==> config.mk <==
export PLATFORM = sky130hd
export DESIGN_NAME = switch_allocator
export DESIGN_NICKNAME = d
export VERILOG_FILES = /design/src/rtl/router_pkg.sv /design/src/rtl/rr_arbiter_5.sv /design/src/rtl/switch_allocator.sv
export SDC_FILE = /design/constraint.sdc
export NUM_CORES = 1
export LEC_CHECK = 0
export ABC_AREA = 1
export CAP_MARGIN = 30
export CORE_ASPECT_RATIO = 0.75
export CORE_MARGIN = 1.5
export CORE_UTILIZATION = 45
export CTS_CLUSTER_SIZE = 8
export DETAILED_ROUTE_END_ITERATION = 16
export GPL_TIMING_DRIVEN = 0
export PLACE_DENSITY = 0.66
export SKIP_CTS_REPAIR_TIMING = 1
export SLEW_MARGIN = 5
export SYNTH_ARGS = -nofsm -noshare
export SYNTH_HDL_FRONTEND = slang
export SYNTH_SLANG_ARGS = --single-unit
==> constraint.sdc <==
create_clock -name clk -period 12.4 [get_ports clk]
set_clock_uncertainty 0.05 [all_clocks]
set_input_delay 2.48 -clock clk [delete_from_list [all_inputs] [get_ports clk]]
set_output_delay 2.48 -clock clk [all_outputs]
set_load 0.01 [all_outputs]
==> src/rtl/router_pkg.sv <==
// Shared constants and types for the 5-port mesh router.
// Port indices double as bit positions in every per-port vector.
package router_pkg;
    localparam int NUM_PORTS = 5;
    localparam int CREDIT_W  = 3;
    localparam int IDX_W     = 3;

    localparam int P_NORTH = 4;
    localparam int P_EAST  = 3;
    localparam int P_WEST  = 2;
    localparam int P_SOUTH = 1;
    localparam int P_LOCAL = 0;

    typedef enum logic {
        A_IDLE   = 1'b0,
        A_LOCKED = 1'b1
    } alloc_state_t;
endpackage

==> src/rtl/rr_arbiter_5.sv <==
// Combinational 5-way round-robin arbiter: the search starts at the port just
// after ptr and wraps, so the previous winner gets the lowest priority.
module rr_arbiter_5
    import router_pkg::*;
(
    input  logic [4:0]       req,
    input  logic [IDX_W-1:0] ptr,
    output logic [4:0]       gnt,
    output logic [IDX_W-1:0] idx,
    output logic             valid
);
    logic [3:0] pos;

    always_comb begin
        gnt   = '0;
        idx   = '0;
        valid = 1'b0;
        pos   = '0;
        for (int k = 1; k <= 5; k++) begin
            // ptr never exceeds 4, so a single subtract is enough to wrap
            pos = {1'b0, ptr} + 4'(k);
            if (pos >= 4'd5)
                pos = pos - 4'd5;
            if (!valid && req[pos[2:0]]) begin
                valid          = 1'b1;
                gnt[pos[2:0]]  = 1'b1;
                idx            = pos[2:0];
            end
        end
    end
endmodule

==> src/rtl/switch_allocator.sv <==
// Wormhole switch allocator: per-output round-robin for head flits, a lock
// held from head to tail, and every transfer gated on downstream credit.
module switch_allocator
    import router_pkg::*;
(
    input  logic                          clk,
    input  logic                          rst,
    input  logic [NUM_PORTS-1:0]          req_valid_i,
    input  logic [NUM_PORTS-1:0]          req_head_i,
    input  logic [NUM_PORTS-1:0]          req_tail_i,
    input  logic [NUM_PORTS*NUM_PORTS-1:0] req_dir_i,
    input  logic [NUM_PORTS*CREDIT_W-1:0] credit_all_i,
    output logic [NUM_PORTS*IDX_W-1:0]    sel_o,
    output logic [NUM_PORTS-1:0]          sel_valid_o,
    output logic [NUM_PORTS-1:0]          send_data_o,
    output logic [NUM_PORTS-1:0]          counter_minus_o,
    output logic [NUM_PORTS-1:0]          locked_o,
    output logic                          proto_err_o
);
    logic [NUM_PORTS-1:0] dir       [NUM_PORTS];
    logic [NUM_PORTS-1:0] arb_req   [NUM_PORTS];
    logic [NUM_PORTS-1:0] arb_gnt   [NUM_PORTS];
    logic [IDX_W-1:0]     arb_idx   [NUM_PORTS];
    logic [IDX_W-1:0]     src       [NUM_PORTS];
    logic [NUM_PORTS-1:0] arb_valid, credit_ok, xfer, src_tail;
    logic [NUM_PORTS-1:0] dir_onehot, owns_any, err_vec, head_pop;

    alloc_state_t     state_reg [NUM_PORTS];
    alloc_state_t     state_next[NUM_PORTS];
    logic [IDX_W-1:0] owner_reg [NUM_PORTS];
    logic [IDX_W-1:0] owner_next[NUM_PORTS];
    logic [IDX_W-1:0] ptr_reg   [NUM_PORTS];
    logic [IDX_W-1:0] ptr_next  [NUM_PORTS];
    logic             proto_err_reg;

    always_comb begin
        owns_any = '0;
        for (int o = 0; o < NUM_PORTS; o++)
            if (state_reg[o] == A_LOCKED)
                owns_any[owner_reg[o]] = 1'b1;
    end

    genvar gi, gj;
    generate
        for (gi = 0; gi < NUM_PORTS; gi++) begin : g_port
            assign dir[gi]        = req_dir_i[gi*NUM_PORTS +: NUM_PORTS];
            assign dir_onehot[gi] = (dir[gi] != '0) && ((dir[gi] & (dir[gi] - 1'b1)) == '0);
            assign credit_ok[gi]  = credit_all_i[gi*CREDIT_W +: CREDIT_W] != '0;
            assign err_vec[gi]    = req_valid_i[gi] &
                                    (req_head_i[gi] ? (~dir_onehot[gi] | owns_any[gi])
                                                    : ~owns_any[gi]);

            // Only well-formed heads from free inputs may compete for output gi
            for (gj = 0; gj < NUM_PORTS; gj++) begin : g_req
                assign arb_req[gi][gj] = req_valid_i[gj] & req_head_i[gj] & dir[gj][gi] &
                                         dir_onehot[gj] & ~owns_any[gj];
            end

            rr_arbiter_5 u_arb (
                .req   (arb_req[gi]),
                .ptr   (ptr_reg[gi]),
                .gnt   (arb_gnt[gi]),
                .idx   (arb_idx[gi]),
                .valid (arb_valid[gi])
            );

            // A head from the owner is a protocol error, so the locked path takes body/tail only
            assign src[gi]      = (state_reg[gi] == A_LOCKED) ? owner_reg[gi] : arb_idx[gi];
            assign xfer[gi]     = ~rst & credit_ok[gi] &
                                  ((state_reg[gi] == A_LOCKED)
                                      ? (req_valid_i[owner_reg[gi]] & ~req_head_i[owner_reg[gi]])
                                      : arb_valid[gi]);
            assign src_tail[gi] = req_tail_i[src[gi]];

            assign sel_o[gi*IDX_W +: IDX_W] = xfer[gi] ? src[gi] : '0;
            assign sel_valid_o[gi]          = xfer[gi];
            assign counter_minus_o[gi]      = xfer[gi];
            assign locked_o[gi]             = (state_reg[gi] == A_LOCKED);
            assign head_pop[gi]             = xfer[gi] & (state_reg[gi] == A_IDLE) & (|arb_gnt[gi]);
        end
    endgenerate

    always_comb begin
        send_data_o = '0;
        for (int o = 0; o < NUM_PORTS; o++)
            if (xfer[o])
                send_data_o[src[o]] = 1'b1;
    end

    always_comb begin
        for (int o = 0; o < NUM_PORTS; o++) begin
            state_next[o] = state_reg[o];
            owner_next[o] = owner_reg[o];
            ptr_next[o]   = ptr_reg[o];
            case (state_reg[o])
                A_IDLE: begin
                    if (head_pop[o]) begin
                        ptr_next[o] = src[o];
                        if (!src_tail[o]) begin
                            state_next[o] = A_LOCKED;
                            owner_next[o] = src[o];
                        end
                    end
                end
                A_LOCKED: begin
                    if (xfer[o] && src_tail[o])
                        state_next[o] = A_IDLE;
                end
                default: state_next[o] = A_IDLE;
            endcase
        end
    end

    always_ff @(posedge clk or posedge rst) begin
        if (rst) begin
            for (int o = 0; o < NUM_PORTS; o++) begin
                state_reg[o] <= A_IDLE;
                owner_reg[o] <= '0;
                ptr_reg[o]   <= '0;
            end
            proto_err_reg <= 1'b0;
        end else begin
            for (int o = 0; o < NUM_PORTS; o++) begin
                state_reg[o] <= state_next[o];
                owner_reg[o] <= owner_next[o];
                ptr_reg[o]   <= ptr_next[o];
            end
            proto_err_reg <= proto_err_reg | (|err_vec);
        end
    end

    assign proto_err_o = proto_err_reg;
endmodule

==> impl_metrics.tcl, run 1 <==
set metrics [dict create \
    placedCellCount 2095 \
    slew_violations 0 \
    top_usage_layer "met1" \
    syn2layout_area_growth_pct 15.3 \
    dieArea_sq_mm 0.0218 \
    start_util 0.462 \
    drtPass1Iterations 6 \
    synthXorXnorAreaFrac 0.0157 \
    grt_pass1_wl_um 52800 \
    worstSetupPathType "primary input to primary output" \
    holdCritPathClass "flip-flop to flip-flop" \
    relSlewSlack 0.560 \
    synth_cell_type_count 51 \
    seq_area_frac_synth 0.0956 \
    synth_warnings 0 \
    synthesis.instances 1720 \
    n_antenna_cell 0 \
    synthSimpleGateAreaFrac 0.580 \
    vias 11400 \
    max_stage_delay_ns 0.72 \
    register_area_sq_um 901 \
    multi_input_area_sq_mm 0.00735 \
    final_nets 1934 \
    fin_util 0.533 \
    dp_hpwl_um 27100 \
    worstPathRequired_ns 9.87 \
    syn_area_per_cell_sq_um 5.48 \
    drtIter0Drc 1304 \
    crit_fanout 8 \
    use_met1 0.471 \
    synth_top_family_by_area "simple AND/OR/NAND/NOR gates" \
    yosysTopAreaCellShare 0.209 \
    ys_seq_elements 36 \
    ioPinCount 93 \
    rsz0062_at_grt "no" \
    path_clk_slew_ns 0.06 \
    setup_ws_ns 3.43 \
    synth_compound_area_frac 0.105 \
    period_needed_ns 8.97 \
    drc_errors 0 \
    grt_pass1_vias 9930 \
    worst_pin_slew_ns 0.654 \
    antenna_found_initial 0 \
    root_buffer "clkbuf_16" \
    drive_gt1_frac 0.103 \
    core_sq_mm 0.0204 \
    clkLatencyLatePin_ns 0.29 \
    cts_sinks 36 \
    outcome "complete, no violations" \
    via_per_inst 5.44 \
    cpMaxStageDelayCell "clkdlybuf4s50_1" \
    synth_area_sq_mm 0.00942 \
    startpoint_type "primary input" \
    postRouteAntennaNets 0 \
    die_w_um 170 \
    finalNonFillerCells 2103 \
    cts_buffers 5 \
    cts_tree "built" \
    synth-adder-area-share 0.0797 \
    gp_congestion 0.955 \
    crit_path_end_kind "primary output" \
    cts_max_path_buffers 2 \
    wire_per_inst_um 15.7 \
    muxShareOfSynthArea 0 \
    maxCapViolCount 0 \
    grt_usage 0.304 \
    setup_tns_ns 0 \
    arrival_ns 6.44 \
    post-route-period-util 0.723 \
    use_met3 0.0457 \
    clock.fmax_mhz 112 \
    synthTopCellsByArea "nand2_1 21%, nand3_1 13%, dfrtp_1 9.6%" \
    syn_nets 1834 \
    wirelength_um 33000 \
    grt_overflow_total 0 \
    cp_cell_sequence "clkdlybuf4s50_1 > nand2_1 > nor2_1 > inv_1 > nor3_1 > nand3_1 > nand2_1 > nor2_1 > nand2_2 > nor2_4 > nand2_2 > nor3_1 > nor3_2 > inv_1 > nor2_1 > nand2_1 > nand3b_1 > clkdlybuf4s50_1" \
    finalSetupViolCount 0 \
    hold_viol 0 \
    htreeDepth 2 \
    die-height_um 128 \
    yosysTopAreaCell "nand2_1" \
    place_ws_ns 3.50 \
    n_fill_cell 2153 \
    placementRows 45 \
    numPortBuffers 92 \
    grt_start_max_net_pins 36 \
    grt_use_met2 0.444 \
]
==> metrics by stage <==
| step | hold slack (ns) | cell area, sq um |
|---|---|---|
| CTS | 0.467 | 10900 |
| global placement | 0.438 | 10700 |
| finish | 0.474 | 10900 |
| floorplan | 0.414 | 9420 |
| detailed placement | 0.447 | 10700 |
| global route | 0.494 | 10900 |
==> synth_stat cells, drive strengths merged <==
library cell	n
o311ai	3
nand3b	10
a22oi	4
dfrtp	36
a21oi	32
fa	5
o2111ai	2
nor2	227
o21bai	2
nand4	60
a221oi	1
ha	52
o211ai	13
nand2	563
o221ai	1
clkinv	3
a211o	1
nor3	22
inv	258
or2	1
a31oi	4
a31o	1
nand3	270
o21ai	87
o31ai	2
a211oi	2
buf	22
and2	1
xnor2	6
nor4	6
clkbuf	2
a21boi	2
o21a	3
o22ai	6
xor2	10
==> metal layers <==
metal,wire length [um],part of all wire
met2,13100,0.40
met1,16600,0.50
met3,2950,0.089
met4,390,0.012
met5,0,0
==> worst max-delay path: cells and delay by family <==
family        cells  cell delay [ns]
simple gates     14             2.42
buf+inv           4             1.52
==> cells in the final DEF (no fill, tap or decap), types with 21 or more instances in the layout <==
cell / count
nand3_1: 248
nand2_2: 33
inv_1: 226
nor2_4: 21
nand2_1: 525
o21ai_1: 22
o21ai_0: 57
nand3_2: 22
inv_2: 32
clkdlybuf4s50_1: 92
ha_1: 52
nand4_1: 58
dfrtp_1: 36
a21oi_1: 30
nor2_1: 181
nor2_2: 21
==> worst paths after layout <==
kind	from	to	slack (ns)	cells past startpoint
min reg2reg	owner_reg[8]$_DFFE_PP0P_	owner_reg[8]$_DFFE_PP0P_	0.47	2
min	owner_reg[8]$_DFFE_PP0P_	owner_reg[8]$_DFFE_PP0P_	0.47	2
max reg2reg	ptr_reg[9]$_DFFE_PP0P_	owner_reg[11]$_DFFE_PP0P_	8.20	22
max	req_valid_i[0]	send_data_o[3]	3.43	18
max in group asynchronous	rst	ptr_reg[6]$_DFFE_PP0P_	9.35	3
min in group asynchronous	rst	locked_o[4]$_DFF_PP0_	2.52	2
==> cell type report <==
| type | count | area share |
|---|---|---|
| well taps | 282 | 0.0325 |
| inverters | 261 | 0.0902 |
| flip-flops and latches | 36 | 0.0830 |
| plain buffers | 24 | 0.0175 |
| repair buffers | 93 | 0.0867 |
| multi-input cells | 1399 | 0.677 |
| clock inverters | 3 | 0.00173 |
| clock buffers | 5 | 0.0115 |
==> cells by family after synthesis <==
kind of cell	after synthesis
xor gates and xnor gates	16
buffers and inverters	285
AOI/OAI and AO/OA	166
and+or+nand+nor	1160
DFF	36
adders and majority gates	57
Power of run 1 is left out: the tool's default activity adds up to more than one toggle a clock period on the data nets, which glitch-free logic cannot reach.
==> inputs of run 2 (changes only) <==
==> constraint.sdc (replaced) <==
create_clock -name clk -period 8.3 [get_ports clk]
set_clock_uncertainty 0.05 [all_clocks]
set_input_delay 1.66 -clock clk [delete_from_list [all_inputs] [get_ports clk]]
set_output_delay 1.66 -clock clk [all_outputs]
set_load 0.01 [all_outputs]
==> results of run 2 <==
The final DEF is identical to that of run 1. Status: complete, no violations.
Among the figures that moved: setup slack after placement 3.50 ns -> 1.04 ns; setup slack after layout 3.43 ns -> 0.975 ns; register-to-register setup slack 8.20 ns -> 4.10 ns
Power of run 2 is left out for the same reason.
